<file path="src/rtl/cell_rule_engine.sv">
// cell_rule_engine: per-cell next-state engine for a cellular-automaton grid.
// Waits for the neighbour adder to settle after a grid-wide step request, then applies a
// birth/survive rule to the registered neighbour count and commits the new alive bit.
//
// Ports
//   clk_i            single clock, all logic on posedge
//   rst_i            synchronous, active-high reset
//   neighbour_sum_i  registered neighbour count from the adder (0..8 legal)
//   step_i           single-cycle grid-wide generation step request
//   load_en_i        load an initial alive value (accepted in any state)
//   load_value_i     value written to alive on load
//   alive_o          current cell state
//   age_o            generations survived since last birth or load, saturating
//   busy_o           high while a step is in progress
//   done_o           one-cycle pulse: step committed, alive/age updated
//   changed_o        valid with done_o: alive toggled on this step
module cell_rule_engine #(
  parameter int unsigned ADDER_LAT    = 2,
  parameter logic [8:0]  BIRTH_MASK   = 9'b000001000,
  parameter logic [8:0]  SURVIVE_MASK = 9'b000001100,
  parameter int unsigned AGE_W        = 8,
  parameter logic        INIT_STATE   = 1'b0
) (
  input  logic             clk_i,
  input  logic             rst_i,
  input  logic [3:0]       neighbour_sum_i,
  input  logic             step_i,
  input  logic             load_en_i,
  input  logic             load_value_i,
  output logic             alive_o,
  output logic [AGE_W-1:0] age_o,
  output logic             busy_o,
  output logic             done_o,
  output logic             changed_o
);

  localparam int unsigned CntW = $clog2(ADDER_LAT + 1);

  typedef enum logic [1:0] {StIdle, StSettle, StCommit} state_e;

  state_e            state_q, state_d;
  logic [CntW-1:0]   cnt_q, cnt_d;
  logic              alive_q, alive_d;
  logic [AGE_W-1:0]  age_q, age_d;
  logic              done_q, done_d;
  logic              changed_q, changed_d;
  logic              rule_bit;

  // Counts 9..15 are illegal and always yield a dead cell.
  always_comb begin
    rule_bit = 1'b0;
    if (neighbour_sum_i <= 4'd8) begin
      rule_bit = alive_q ? SURVIVE_MASK[neighbour_sum_i] : BIRTH_MASK[neighbour_sum_i];
    end
  end

  always_comb begin
    state_d   = state_q;
    cnt_d     = cnt_q;
    alive_d   = alive_q;
    age_d     = age_q;
    done_d    = 1'b0;
    changed_d = 1'b0;
    if (load_en_i) begin
      // Load aborts any in-flight step and wins over a simultaneous step request.
      state_d = StIdle;
      cnt_d   = '0;
      alive_d = load_value_i;
      age_d   = '0;
    end else begin
      unique case (state_q)
        StIdle: begin
          if (step_i) begin
            state_d = StSettle;
            cnt_d   = CntW'(ADDER_LAT - 1);
          end
        end
        StSettle: begin
          if (cnt_q != '0) begin
            cnt_d = cnt_q - CntW'(1);
          end else begin
            state_d = StCommit;
          end
        end
        StCommit: begin
          alive_d   = rule_bit;
          done_d    = 1'b1;
          changed_d = rule_bit ^ alive_q;
          if (alive_q && rule_bit) begin
            age_d = (age_q == '1) ? age_q : age_q + AGE_W'(1);
          end else begin
            age_d = '0;
          end
          state_d = StIdle;
        end
        default: state_d = StIdle;
      endcase
    end
  end

  always_ff @(posedge clk_i) begin
    if (rst_i) begin
      state_q   <= StIdle;
      cnt_q     <= '0;
      alive_q   <= INIT_STATE;
      age_q     <= '0;
      done_q    <= 1'b0;
      changed_q <= 1'b0;
    end else begin
      state_q   <= state_d;
      cnt_q     <= cnt_d;
      alive_q   <= alive_d;
      age_q     <= age_d;
      done_q    <= done_d;
      changed_q <= changed_d;
    end
  end

  assign alive_o   = alive_q;
  assign age_o     = age_q;
  assign busy_o    = (state_q != StIdle);
  assign done_o    = done_q;
  assign changed_o = changed_q;

endmodule

</file>
<file path="config.mk">
export PLATFORM = sky130hd
export DESIGN_NAME = cell_rule_engine
export DESIGN_NICKNAME = d
export VERILOG_FILES = /design/src/rtl/cell_rule_engine.sv
export SDC_FILE = /design/constraint.sdc
export NUM_CORES = 1
export LEC_CHECK = 0
export BUFFER_PORTS_ARGS = -buffer_cell sky130_fd_sc_hd__buf_2
export CAP_MARGIN = 20
export CORE_MARGIN = 3
export CORE_UTILIZATION = 47
export CTS_BUF_LIST = sky130_fd_sc_hd__clkbuf_4
export DETAILED_ROUTE_END_ITERATION = 10
export GPL_TIMING_DRIVEN = 1
export PLACE_DENSITY = 0.76
export SETUP_SLACK_MARGIN = 0.2
export SLEW_MARGIN = 20
export SYNTH_ARGS = -nofsm -noshare
export SYNTH_HDL_FRONTEND = slang
export SYNTH_SLANG_ARGS = --single-unit
</file>
<file path="constraint.sdc">
create_clock -name clk_i -period 1.75 [get_ports clk_i]
set_input_delay 0.35 -clock clk_i [delete_from_list [all_inputs] [get_ports clk_i]]
set_output_delay 0.35 -clock clk_i [all_outputs]
set_load 0.02 [all_outputs]
</file>
==> run_summary.xml, run 1 <==
<?xml version="1.0" encoding="UTF-8"?>
<metrics>
  <group name="floorplanning">
    <metric name="fp.dieW" unit="um">46.2</metric>
    <metric name="die_y" unit="um">46.2</metric>
    <metric name="start_util" unit="">0.544</metric>
    <metric name="core.rowCount" unit="">13</metric>
    <metric name="floorplan.core_area" unit="um^2">1400</metric>
    <metric name="floorplan.die_area" unit="um^2">2140</metric>
    <metric name="io-pin-count" unit="">21</metric>
  </group>
  <group name="setup_path">
    <metric name="critPathLaunchType" unit="">register</metric>
    <metric name="regToRegEndpoint" unit="">age_o[2]$_SDFFE_PP0P_</metric>
    <metric name="worstPathRequired" unit="ns">1.93</metric>
    <metric name="r2r_cells" unit="">8</metric>
    <metric name="critical_path.endpoint_type" unit="">register</metric>
    <metric name="crit_slowest_cell" unit="">dfxtp_4</metric>
    <metric name="crit-reg2reg-launch" unit="">alive_o$_SDFFE_PP0P_</metric>
    <metric name="timing_worst_setup_path_type" unit="">register to register</metric>
    <metric name="critPathMaxStageDelay" unit="ns">0.36</metric>
    <metric name="path_cells" unit="">nor2_2, nor4b_4, buf_4, ha_4, nand4_4, o211ai_1, xor2_1, nor2_1</metric>
    <metric name="critical_path_peak_fanout" unit="">3</metric>
    <metric name="signal_arrival_time_at_the_worst_endpoint" unit="ns">1.92</metric>
    <metric name="ff_to_ff_setup_slack" unit="ns">0.005</metric>
  </group>
  <group name="timing">
    <metric name="timing.final.max_slew_violations" unit="">0</metric>
    <metric name="fmax" unit="GHz">0.573</metric>
    <metric name="skew" unit="ns">0.00579</metric>
    <metric name="setup-tns-final" unit="ns">0</metric>
    <metric name="setup_viol" unit="">0</metric>
    <metric name="finalCritPeriodShare" unit="">0.997</metric>
    <metric name="worst_margin_slew" unit="ns">0.342</metric>
    <metric name="slew-limit-headroom" unit="">0.771</metric>
    <metric name="grt_setup_unrepaired" unit="">yes</metric>
    <metric name="timing.final.crit_period" unit="ns">1.74</metric>
    <metric name="fin_hold_ws" unit="ns">0.239</metric>
    <metric name="hold_violations" unit="">0</metric>
  </group>
  <group name="clocking">
    <metric name="clock_path_buffers" unit="">2</metric>
    <metric name="cts_root_buf" unit="">clkbuf_4</metric>
    <metric name="clock_insertion_delay_worst_skew" unit="ns">0.28</metric>
    <metric name="clk_transition_reported_paths" unit="ns">0.09</metric>
    <metric name="clock_tree.htree_level_count" unit="">1</metric>
    <metric name="cts_num_sinks" unit="">15</metric>
    <metric name="cts_hold_buf" unit="">0</metric>
    <metric name="numCtsBuffers" unit="">3</metric>
    <metric name="clock_tree_from_tritoncts" unit="">yes</metric>
  </group>
  <group name="hold_path">
    <metric name="hold_path_depth" unit="">2</metric>
    <metric name="worst_hold_startpoint" unit="">rst_i</metric>
    <metric name="worstHoldEndpoint" unit="">alive_o$_SDFFE_PP0P_</metric>
    <metric name="hold_path.class" unit="">input pin to register</metric>
  </group>
  <group name="yosys">
    <metric name="synth_cell_types" unit="">30</metric>
    <metric name="synthSimpleGateAreaFrac" unit="">0.278</metric>
    <metric name="synth_compound_area_frac" unit="">0.168</metric>
    <metric name="synth_sequential_area_ratio" unit="">0.395</metric>
    <metric name="synthTopCellsByArea" unit="">dfxtp_1, ha_1, a21oi_1</metric>
    <metric name="async_flop_share" unit="">0</metric>
    <metric name="synth.cell_area" unit="um^2">761</metric>
    <metric name="postSynthCellCount" unit="">87</metric>
    <metric name="synth-seq-cells" unit="">15</metric>
    <metric name="post_synth_fa_ha_maj_area_fraction" unit="">0.0658</metric>
    <metric name="netlist.top_cell.by_area" unit="">dfxtp_1</metric>
    <metric name="synthesis.yosys.warnings" unit="">0</metric>
    <metric name="total_nets_after_synthesis" unit="">100</metric>
    <metric name="synth_top_family_by_area" unit="">simple AND/OR/NAND/NOR gates</metric>
    <metric name="syn-mean-instance-area" unit="um^2">8.74</metric>
    <metric name="synth.mux.area_fraction" unit="">0.0263</metric>
    <metric name="postSynth.topFlopCell" unit="">dfxtp_1</metric>
    <metric name="synth_top_area_share" unit="">0.395</metric>
    <metric name="synth_edf_count" unit="">0</metric>
    <metric name="parity_gate_share_of_the_synthesized_area_counting_xor_and_xnor_cells" unit="">0.0230</metric>
  </group>
  <group name="place">
    <metric name="final_weighted_congestion_in_routability_driven_placement" unit="">0.816</metric>
    <metric name="place.detailed.hpwl" unit="um">1290</metric>
    <metric name="placement.io_buffers" unit="">20</metric>
    <metric name="numPlacedInstances" unit="">122</metric>
    <metric name="postPlaceCellArea" unit="um^2">930</metric>
  </group>
  <group name="drt">
    <metric name="routed_wl" unit="um">1830</metric>
    <metric name="dr.pass1.iters" unit="">4</metric>
    <metric name="routedWlPerCell" unit="um">13.8</metric>
    <metric name="number_of_design_rule_violations_left_by_the_first_detailed_router_iteration" unit="">20</metric>
    <metric name="post_detailed_route_drc_marker_count" unit="">0</metric>
    <metric name="drt-vias-per-instance" unit="">5.50</metric>
    <metric name="dr_total_vias" unit="">732</metric>
    <metric name="final_antenna_net_count" unit="">0</metric>
  </group>
  <group name="final_layout">
    <metric name="final_core_util" unit="">0.749</metric>
    <metric name="count_of_nets_after_finishing" unit="">132</metric>
    <metric name="growth_of_design_area_from_synthesis_to_finish" unit="%">37.7</metric>
    <metric name="filler_cell_count" unit="">105</metric>
    <metric name="final-seq-area" unit="um^2">304</metric>
    <metric name="antenna_cells" unit="">0</metric>
    <metric name="layoutNonFillerInstCount" unit="">133</metric>
    <metric name="multi_input_comb_area" unit="um^2">495</metric>
    <metric name="post-route-cell-area" unit="um^2">1050</metric>
    <metric name="drive_above_1_share" unit="">0.407</metric>
  </group>
  <group name="grt">
    <metric name="grt_pass1_wl" unit="um">3040</metric>
    <metric name="maximum_number_of_pins_on_one_net_before_global_route_repair" unit="">10</metric>
    <metric name="grt.total_usage" unit="">0.207</metric>
    <metric name="grt_overflow_total" unit="">0</metric>
    <metric name="grt_pass1_vias" unit="">686</metric>
    <metric name="grt_antenna_before_repair" unit="">0</metric>
  </group>
  <group name="outcome">
    <metric name="run_status" unit="">complete, no violations</metric>
  </group>
  <group name="power_and_ir_drop">
    <metric name="ir_drop" unit="mV">0.607</metric>
    <metric name="pwr_density_cell" unit="nW/um^2">604</metric>
    <metric name="power.static_leakage" unit="nW">0.476</metric>
  </group>
  <group name="run">
    <metric name="max_cap_viol_count" unit="">0</metric>
  </group>
</metrics>
-- area by class of cell --
class | instances | share of cell area
timing repair buffer | 29 | 0.172
sequential | 15 | 0.290
tap | 15 | 0.0179
clock buffer | 4 | 0.0287
inverter | 5 | 0.0179
multi-input combinational | 65 | 0.473
-- power breakdown --
part	switching [mW]	total, mW	internal [mW]
combinational	0.0376	0.0713	0.0337
sequential	0.00511	0.350	0.345
clock	0.106	0.210	0.104
total	0.149	0.632	0.483
-- worst max path at each step --
stage | startpoint | end | slack, ns | cells past startpoint
6_report | alive_o$_SDFFE_PP0P_ | age_o[2]$_SDFFE_PP0P_ | 0.005 | 8
3_3_place_gp | neighbour_sum_i[2] | age_o[3]$_SDFFE_PP0P_ | -0.07 | 7
5_1_grt | alive_o$_SDFFE_PP0P_ | age_o[2]$_SDFFE_PP0P_ | -0.10 | 8
4_1_cts | alive_o$_SDFFE_PP0P_ | age_o[3]$_SDFFE_PP0P_ | -0.02 | 8
3_5_place_dp | neighbour_sum_i[2] | age_o[3]$_SDFFE_PP0P_ | -0.13 | 7
2_1_floorplan | alive_o$_SDFFE_PP0P_ | age_o[1]$_SDFFE_PP0P_ | 0.08 | 7
-- synth_stat cells, types with 2 or more instances --
master and count:
dfxtp_1 15, nor2_1 8, nand2_1 7, a21oi_1 6, inv_1 5, o21ai_0 5, ha_1 4, or3_1 4
nand3_1 3, and3_1 2, mux2i_1 2, nand4_2 2, nor3_1 2, o211ai_1 2, o21ai_2 2, or2_2 2
or4_1 2, xor2_1 2
-- critical path, delay by kind of cell, from the launching register on --
| family | cells | cell delay (ns) |
|---|---|---|
| AOI/OAI and AO/OA | 1 | 0.27 |
| xor gates and xnor gates | 1 | 0.18 |
| adders and majority gates | 1 | 0.15 |
| buffers and inverters | 1 | 0.18 |
| DFF | 1 | 0.36 |
| and+or+nand+nor | 4 | 0.50 |
-- layout by cell type, fill, tap and decap left out, drive strengths merged, types with 2 or more instances in the layout --
master / n
nand2: 7
o21ai: 8
or3: 4
or4: 2
ha: 4
xor2: 2
nand3: 3
and3: 3
nor2: 8
buf: 29
or2: 2
mux2i: 2
o211ai: 3
clkbuf: 4
inv: 5
nand4: 2
a21oi: 6
nor3: 2
dfxtp: 15
-- cell families (layout without fill, tap and decap cells) --
logic type	Yosys count	count (layout)
AND/OR/NAND/NOR	37	37
AO/OA/AOI/OAI	20	20
flip-flops	15	15
buffers and inverters	7	38
adder cells (fa/ha/maj)	4	4
XOR/XNOR	2	2
multiplexers	2	2
-- state kept, by name, summed over array words and instances (netlist names) --
| name | flops |
|---|---|
| state_q | 2 |
| age_o | 8 |
| done_o | 1 |
| changed_o | 1 |
| cnt_q | 2 |
| alive_o | 1 |
-- what timing repair did --
action,in CTS,in global routing
setup buffers,5,2
pin swaps,5,2
endpoints found under the setup margin,8,8
gates cloned,0,0
resized for setup,1,3
-- layer usage --
metal,share of wire,up-vias,track usage
met5,0,-,0
met4,0.024,0,0.136
met3,0.045,4,0.0352
met2,0.50,17,0.319
met1,0.43,337,0.261
li1,-,374,-
-- metrics by stage --
stage	worst slack, ns	total power, mW
global placement	-0.0663	0.415
detailed placement	-0.129	0.418
CTS	-0.0196	0.640
floorplan	0.0794	0.396
finish	0.00547	0.632
global route	-0.102	0.671
No activity file was read; power rests on OpenSTA's default activity.
==> run 2, diff against run 1 <==
CORE_UTILIZATION = 52   (was 47)
PLACE_DENSITY = 0.79   (was 0.76)
clock period = 1.8 ns   (was 1.75 ns; I/O delays follow)
==> run_summary.xml, run 2 (synthesis gave the netlist of run 1 again) <==
<?xml version="1.0" encoding="UTF-8"?>
<metrics>
  <group name="drt">
    <metric name="number_of_design_rule_violations_left_by_the_first_detailed_router_iteration" unit="">4</metric>
    <metric name="drt-vias-per-instance" unit="">5.57</metric>
    <metric name="post_detailed_route_drc_marker_count" unit="">0</metric>
    <metric name="routedWlPerCell" unit="um">13.3</metric>
    <metric name="dr_total_vias" unit="">730</metric>
    <metric name="routed_wl" unit="um">1740</metric>
    <metric name="final_antenna_net_count" unit="">0</metric>
    <metric name="dr.pass1.iters" unit="">4</metric>
  </group>
  <group name="setup_path">
    <metric name="startpoint" unit="">alive_o$_SDFFE_PP0P_</metric>
    <metric name="critPathLaunchType" unit="">register</metric>
    <metric name="critical_path.endpoint_type" unit="">register</metric>
    <metric name="signal_arrival_time_at_the_worst_endpoint" unit="ns">1.90</metric>
    <metric name="timing_worst_setup_path_type" unit="">register to register</metric>
    <metric name="r2r_cells" unit="">8</metric>
    <metric name="crit-reg2reg-launch" unit="">alive_o$_SDFFE_PP0P_</metric>
    <metric name="regToRegEndpoint" unit="">age_o[4]$_SDFFE_PP0P_</metric>
    <metric name="ff_to_ff_setup_slack" unit="ns">0.13</metric>
    <metric name="worstPathRequired" unit="ns">2.03</metric>
    <metric name="critical_path_peak_fanout" unit="">6</metric>
  </group>
  <group name="timing">
    <metric name="fmax" unit="GHz">0.599</metric>
    <metric name="setup_slack" unit="ns">0.132</metric>
    <metric name="skew" unit="ns">0.000558</metric>
    <metric name="grt_setup_unrepaired" unit="">yes</metric>
    <metric name="hold_violations" unit="">0</metric>
    <metric name="worst_margin_slew" unit="ns">0.372</metric>
    <metric name="setup_viol" unit="">0</metric>
    <metric name="timing.final.crit_period" unit="ns">1.67</metric>
    <metric name="finalCritPeriodShare" unit="">0.927</metric>
    <metric name="timing.final.max_slew_violations" unit="">0</metric>
    <metric name="slew-limit-headroom" unit="">0.751</metric>
  </group>
  <group name="grt">
    <metric name="grt_overflow_total" unit="">0</metric>
    <metric name="maximum_number_of_pins_on_one_net_before_global_route_repair" unit="">10</metric>
    <metric name="grt_pass1_vias" unit="">698</metric>
    <metric name="grt_pass1_wl" unit="um">3000</metric>
    <metric name="grt.total_usage" unit="">0.207</metric>
    <metric name="grt_antenna_before_repair" unit="">0</metric>
  </group>
  <group name="place">
    <metric name="placement.io_buffers" unit="">20</metric>
    <metric name="numPlacedInstances" unit="">122</metric>
    <metric name="postPlaceCellArea" unit="um^2">930</metric>
    <metric name="final_weighted_congestion_in_routability_driven_placement" unit="">0.845</metric>
    <metric name="place.detailed.hpwl" unit="um">1310</metric>
    <metric name="place_worst_setup_slack" unit="ns">-0.134</metric>
  </group>
  <group name="floorplanning">
    <metric name="core.rowCount" unit="">13</metric>
    <metric name="floorplan.die_area" unit="um^2">1960</metric>
    <metric name="start_util" unit="">0.570</metric>
    <metric name="fp.dieW" unit="um">44.3</metric>
    <metric name="io-pin-count" unit="">21</metric>
    <metric name="die_y" unit="um">44.3</metric>
    <metric name="floorplan.core_area" unit="um^2">1330</metric>
  </group>
  <group name="clocking">
    <metric name="clk_transition_reported_paths" unit="ns">0.09</metric>
    <metric name="clock_path_buffers" unit="">2</metric>
    <metric name="numCtsBuffers" unit="">3</metric>
    <metric name="clock_insertion_delay_worst_skew" unit="ns">0.28</metric>
    <metric name="clock_tree_from_tritoncts" unit="">yes</metric>
    <metric name="cts_num_sinks" unit="">15</metric>
    <metric name="clock_tree.htree_level_count" unit="">1</metric>
    <metric name="cts_root_buf" unit="">clkbuf_4</metric>
  </group>
  <group name="final_layout">
    <metric name="post-route-cell-area" unit="um^2">1020</metric>
    <metric name="layoutNonFillerInstCount" unit="">131</metric>
    <metric name="antenna_cells" unit="">0</metric>
    <metric name="filler_cell_count" unit="">98</metric>
    <metric name="largest_reg_flops" unit="">8</metric>
    <metric name="layout_commonest_cell" unit="">buf_2</metric>
    <metric name="drive_above_1_share" unit="">0.388</metric>
    <metric name="count_of_nets_after_finishing" unit="">130</metric>
    <metric name="multi_input_comb_area" unit="um^2">498</metric>
    <metric name="final-seq-area" unit="um^2">304</metric>
    <metric name="growth_of_design_area_from_synthesis_to_finish" unit="%">34.0</metric>
    <metric name="layout_common_cells" unit="">buf_2, dfxtp_1, nor2_1, nand2_1, buf_4</metric>
    <metric name="final_core_util" unit="">0.765</metric>
  </group>
  <group name="hold_path">
    <metric name="hold_path.class" unit="">input pin to register</metric>
    <metric name="hold_path_depth" unit="">2</metric>
    <metric name="worst_hold_startpoint" unit="">rst_i</metric>
    <metric name="worstHoldEndpoint" unit="">alive_o$_SDFFE_PP0P_</metric>
  </group>
  <group name="outcome">
    <metric name="run_status" unit="">complete, no violations</metric>
  </group>
  <group name="power_and_ir_drop">
    <metric name="pwr_density_cell" unit="nW/um^2">587</metric>
    <metric name="ir_drop" unit="mV">0.497</metric>
    <metric name="power.static_leakage" unit="nW">0.473</metric>
  </group>
  <group name="run">
    <metric name="max_cap_viol_count" unit="">0</metric>
  </group>
</metrics>
## run 2: cell types whose count changed in the layout (fill, tap and decap cells not counted), sizes merged
cell,change
clkinv,+1
buf,-2
clkbuf,-1
## run 2: cell type report
type	instances	share of cell area
clock inverters	1	0.00491
repair buffers	27	0.150
clock buffers	3	0.0221
well taps	15	0.0184
flip-flops and latches	15	0.298
multi-input cells	65	0.488
inverters	5	0.0184
## run 2: worst max-delay path by stage
stage / to / slack, ns / cells past startpoint
CTS: age_o[1]$_SDFFE_PP0P_ / 0.07 / 8
global route: age_o[1]$_SDFFE_PP0P_ / 0.03 / 8
detailed placement: age_o[1]$_SDFFE_PP0P_ / -0.13 / 7
floorplan: age_o[1]$_SDFFE_PP0P_ / 0.13 / 7
finish: age_o[4]$_SDFFE_PP0P_ / 0.13 / 8
global placement: age_o[1]$_SDFFE_PP0P_ / -0.01 / 7
## run 2: power breakdown
group | total (mW) | leakage (nW) | switching (mW) | internal, mW
Combinational | 0.0683 | 0.333 | 0.0360 | 0.0323
Clock | 0.189 | 0.0177 | 0.107 | 0.0825
Sequential | 0.341 | 0.122 | 0.00569 | 0.336
Total | 0.599 | 0.473 | 0.149 | 0.450
## run 2: routing by layer
metal	part of all wire	global-route usage	vias up
li1	-	-	368
met1	0.43	0.240	347
met2	0.52	0.375	13
met3	0.035	0.0366	2
met4	0.011	0.0723	0
met5	0	0	-
## run 2: per-stage QoR
step / TNS (ns) / power, mW / hold WS [ns]
final: 0 / 0.599 / 0.248
after global routing: 0 / 0.626 / 0.256
after CTS: 0 / 0.600 / 0.253
after detailed placement: -0.571 / 0.406 / 0.475
after global placement: -0.00974 / 0.404 / 0.461
after floorplan: 0 / 0.385 / 0.429
## run 2: timing repair
item / 4_1_cts / 5_1_grt
resized for setup: 2 / 1
buffers inserted: 5 / 0
pin swaps: 6 / 6
hold buffers: 0 / 0
endpoints found under the setup margin: 8 / 8
## run 2: critical path, stage by stage, from the launching register on
cell and delay [ns]:
dfxtp_4 0.36, nor2_4 0.12, nor4b_4 0.05, buf_4 0.15, ha_4 0.17, nand4_4 0.12, o21ai_4 0.09, or4_1 0.51
nand2_1 0.07
